**src/rtl/otter_intr_ctrl.sv**
```systemverilog
// OTTER interrupt front-end: synchronizes and edge-detects interrupt lines into sticky
// pending bits, then issues a prioritized, registered request to the control unit.
module otter_intr_ctrl #(
  parameter int unsigned N_SRC       = 4,
  parameter int unsigned SYNC_STAGES = 2,
  parameter int unsigned CW          = (N_SRC > 1) ? $clog2(N_SRC) : 1
) (
  input  logic             i_clk,
  input  logic             i_rst_n,
  input  logic [N_SRC-1:0] i_irq_src,
  input  logic [N_SRC-1:0] i_irq_en,
  input  logic             i_csr_mie_we,
  input  logic             i_csr_mie_wd,
  input  logic             i_int_taken,
  input  logic             i_mret,
  output logic             o_intr,
  output logic [CW-1:0]    o_int_cause,
  output logic [N_SRC-1:0] o_pending,
  output logic             o_mie
);

  typedef enum logic {
    ST_ACTIVE  = 1'b0,
    ST_HANDLER = 1'b1
  } state_t;

  state_t r_state, w_state_nxt;

  logic [SYNC_STAGES-1:0][N_SRC-1:0] r_sync;
  logic [N_SRC-1:0] r_s_d;
  logic [N_SRC-1:0] r_pending, w_pending_nxt;
  logic             r_intr, w_intr_nxt;
  logic [CW-1:0]    r_cause, w_cause_nxt;
  logic             r_mie, w_mie_nxt;
  logic             r_mpie, w_mpie_nxt;

  logic [N_SRC-1:0] w_s;
  logic [N_SRC-1:0] w_rise;
  logic [N_SRC-1:0] w_elig;
  logic [N_SRC-1:0] w_clr;
  logic [CW-1:0]    w_win;
  logic             w_accept;

  // Multi-flop synchronizer chain plus one delay stage for edge detection
  always_ff @(posedge i_clk or negedge i_rst_n) begin
    if (!i_rst_n) begin
      r_sync <= '0;
      r_s_d  <= '0;
    end else begin
      r_sync[0] <= i_irq_src;
      for (int k = 1; k < int'(SYNC_STAGES); k++) begin
        r_sync[k] <= r_sync[k-1];
      end
      r_s_d <= w_s;
    end
  end

  assign w_s    = r_sync[SYNC_STAGES-1];
  assign w_rise = w_s & ~r_s_d;
  assign w_elig = r_pending & i_irq_en;

  // Lowest eligible index wins
  always_comb begin
    w_win = '0;
    for (int i = int'(N_SRC) - 1; i >= 0; i--) begin
      if (w_elig[i]) w_win = CW'(i);
    end
  end

  assign w_accept = (r_state == ST_ACTIVE) && i_int_taken && r_intr;
  assign w_clr    = w_accept ? (N_SRC'(1) << r_cause) : '0;

  // A same-cycle edge beats the handshake clear so no event is lost
  assign w_pending_nxt = (r_pending & ~w_clr) | w_rise;

  // Next-state and registered-output logic
  always_comb begin
    w_state_nxt = r_state;
    w_intr_nxt  = 1'b0;
    w_cause_nxt = r_cause;
    w_mie_nxt   = r_mie;
    w_mpie_nxt  = r_mpie;

    if (i_csr_mie_we) w_mie_nxt = i_csr_mie_wd;

    case (r_state)
      ST_ACTIVE: begin
        if (w_accept) begin
          w_mpie_nxt  = r_mie;
          w_mie_nxt   = 1'b0;
          w_state_nxt = ST_HANDLER;
        end else begin
          w_intr_nxt = r_mie & (|w_elig);
          if (|w_elig) w_cause_nxt = w_win;
        end
      end
      ST_HANDLER: begin
        if (i_mret) begin
          w_mie_nxt   = r_mpie;
          w_state_nxt = ST_ACTIVE;
        end
      end
      default: w_state_nxt = ST_ACTIVE;
    endcase
  end

  always_ff @(posedge i_clk or negedge i_rst_n) begin
    if (!i_rst_n) r_state <= ST_ACTIVE;
    else          r_state <= w_state_nxt;
  end

  always_ff @(posedge i_clk or negedge i_rst_n) begin
    if (!i_rst_n) begin
      r_pending <= '0;
      r_intr    <= 1'b0;
      r_cause   <= '0;
      r_mie     <= 1'b0;
      r_mpie    <= 1'b0;
    end else begin
      r_pending <= w_pending_nxt;
      r_intr    <= w_intr_nxt;
      r_cause   <= w_cause_nxt;
      r_mie     <= w_mie_nxt;
      r_mpie    <= w_mpie_nxt;
    end
  end

  assign o_intr      = r_intr;
  assign o_int_cause = r_cause;
  assign o_pending   = r_pending;
  assign o_mie       = r_mie;

endmodule

```
**config.mk**
```make
export PLATFORM = sky130hd
export DESIGN_NAME = otter_intr_ctrl
export DESIGN_NICKNAME = d
export VERILOG_FILES = /design/src/rtl/otter_intr_ctrl.sv
export SDC_FILE = /design/constraint.sdc
export NUM_CORES = 1
export LEC_CHECK = 0
export ABC_AREA = 1
export CAP_MARGIN = 0
export CORE_ASPECT_RATIO = 0.9
export CORE_MARGIN = 5
export CORE_UTILIZATION = 48
export DETAILED_ROUTE_END_ITERATION = 10
export GPL_TIMING_DRIVEN = 0
export PLACE_DENSITY_LB_ADDON = 0.08
export SYNTH_ARGS = -nofsm -noshare
export SYNTH_HDL_FRONTEND = slang
export SYNTH_SLANG_ARGS = --single-unit
```
**constraint.sdc**
```tcl
create_clock -name i_clk -period 1.7 [get_ports i_clk]
set_input_delay 0.425 -clock i_clk [delete_from_list [all_inputs] [get_ports i_clk]]
set_output_delay 0.425 -clock i_clk [all_outputs]
set_load 0.01 [all_outputs]
```
==> impl_metrics.toml <==
[clocking]
clk_pin_slew_worst_paths_ps = 110
clock-sinks = 22
clock_tree.buffer_depth = 2
cts_tree = "yes"
insertion_delay_ps = 290
h-tree-depth = 1
cts-root-buf = "clkbuf_4"
cts_buffers = 3

[setup_path]
crit_family = "buffers and inverters"
path_cells = "clkdlybuf4s50_1"
worstSetupStartpointType = "register"
criticalPathCategory = "reg -> out"
slowest_stage = "clkdlybuf4s50_1"
crit_arrival_ps = 1220
cpPeakStageDelay_ps = 540
cp_num_buf_inv = 1
end_kind = "primary output"
critPathMaxFanout = 3
worstPathRequired_ps = 1270

[yosys]
syn_area_sq_um = 776
yosysWarnings = 0
syn_nets = 87
synthCells = 73
synth_cell_types = 13
synth_seq_cells = 22
seq_area_frac_synth = 0.710
synth.avg_cell_area_sq_um = 10.6

[floorplan]
dieArea_sq_mm = 0.00252
core_area_sq_mm = 0.00148
core.rowCount = 13
pin_count = 22
die_h_um = 48.1
die_w_um = 52.4
start_util = 0.524

[finish]
multiInputGateArea_sq_um = 188
n_fill_cell = 120
syn2layout_area_growth_pct = 39.0
num_antenna_cells = 0
seq_area_sq_um = 551
layout-drive-gt1-share = 0.118
nets = 118
final_area_sq_mm = 0.00108

[grt]
grt_pass1_vias = 567
antenna_found_initial = 0
grt_pass1_wl_mm = 2.43
grt_max_degree = 23
overflow = 0
grt_usage = 0.139

[timing]
finalSetupViolations = 0
rsz0062_at_grt = "no"
finClkSkew_ps = 1.36
finalMaxSlewViolations = 0
finalHoldViolCount = 0
post-route-period-util = 0.967
worst_slew_pin_slew_ps = 931
maxSlewHeadroom = 0.377
fin_setup_tns_ps = 0
fin_crit_ps = 1640
whs_ps = 363
max_freq_mhz = 608

[routing]
vias = 573
via_per_inst = 4.62
drtIter0Drc = 12
first_pass_iters = 4
wl_per_cell_um = 11.7
routed_wl_mm = 1.45
antenna_left = 0
drc_errors = 0

[placed_design]
post_dp_cell_area_sq_mm = 0.00101
port_buffers = 21
dp_hpwl_mm = 1.03
gp_congestion = 0.792

[power]
p_leak_uw = 0.000514
vdd_ir_drop_max_uv = 833
power_density_mw_per_mm2 = 1260
seqPwrFrac = 0.496
p_sw_frac = 0.307
clockPowerShare = 0.158
p_int_uw = 945
p_sw_uw = 419
comb_power_share = 0.346

[job]
drv_cap = 0

[min_path]
hold_path.class = "reg -> reg"

[outcome]
status = "finished clean"
==> stage by stage <==
step	worst slack, ps	cells	total power, uW	utilization
3_5_place_dp	81.8	116	1100	0.685
3_3_place_gp	106	116	1090	0.685
4_1_cts	7.18	121	1360	0.710
2_1_floorplan	751	73	892	-
6_report	56.0	124	1360	0.729
5_1_grt	0.191	124	1470	0.729
==> timing repair <==
item / CTS / global route
resized for setup: 0 / 2
hold endpoints to repair: 0 / 0
setup endpoints to repair: 2 / 5
hold buffers: 0 / 0
buffers inserted: 2 / 3
==> layout make-up <==
| type | instances | share of cell area |
|---|---|---|
| Clock buffer | 3 | 0.0209 |
| Inverter | 10 | 0.0348 |
| Multi-Input combinational cell | 41 | 0.174 |
| Sequential cell | 22 | 0.510 |
| Tap cell | 22 | 0.0255 |
| Timing Repair Buffer | 26 | 0.234 |
==> synth_stat cells (all sizes together) <==
library cell / number / area (sq um)
a21oi: 3 / 18.8
dfrtp: 22 / 551
nand2: 22 / 82.6
nor2: 3 / 13.8
nand3: 2 / 15.0
o21ai: 10 / 50.0
a21boi: 1 / 7.51
inv: 10 / 37.5
==> path summary, 6_finish.rpt <==
kind | start | endpoint | slack (ps) | cells after the start
setup / recovery | o_intr | o_intr | 60 | 1
hold / removal | r_sync[3] | w_s[3] | 360 | 0
setup reg to reg | o_intr | o_int_cause[0] | 600 | 5
hold reg to reg | r_sync[3] | w_s[3] | 360 | 0
max in group asynchronous | i_rst_n | r_sync[0] | 490 | 1
min in group asynchronous | i_rst_n | o_pending[3] | 650 | 1
==> routing by layer <==
layer / global-route usage / vias up / wire [um] / part of all wire
li1: - / 288 / - / -
met1: 0.170 / 268 / 635 / 0.44
met2: 0.233 / 15 / 714 / 0.49
met3: 0.0428 / 2 / 83 / 0.057
met4: 0.0612 / 0 / 13 / 0.0090
met5: 0 / - / 0 / 0
==> sequential cells by signal, summed over array words and instances (netlist names) <==
| name | flops |
|---|---|
| r_state | 1 |
| r_mpie | 1 |
| o_intr | 1 |
| w_s | 4 |
| r_s_d | 4 |
| o_int_cause | 2 |
| r_sync | 4 |
| o_mie | 1 |
| o_pending | 4 |
==> logic make-up after synthesis <==
family	after synthesis	share of synthesized area
AOI/OAI and AO/OA	14	0.0984
buffers and inverters	10	0.0484
DFF	22	0.710
and+or+nand+nor	27	0.144
==> power by group through the flow <==
stage	sequential [uW]	clock, uW	combinational [uW]
after floorplan	726	0	166
after global placement	710	0	384
after detailed placement	714	0	388
after CTS	682	233	445
after global routing	692	256	519
final	677	215	472
==> layout by cell type, fill, tap and decap left out, drive strengths merged <==
| cell | instances |
|---|---|
| a21oi | 3 |
| dlymetal6s2s | 2 |
| a21boi | 1 |
| clkbuf | 3 |
| inv | 10 |
| clkdlybuf4s50 | 19 |
| nand3 | 2 |
| buf | 5 |
| dfrtp | 22 |
| o21ai | 10 |
| nand2 | 22 |
| nor2 | 3 |
No activity file was read; power rests on OpenSTA's default activity.
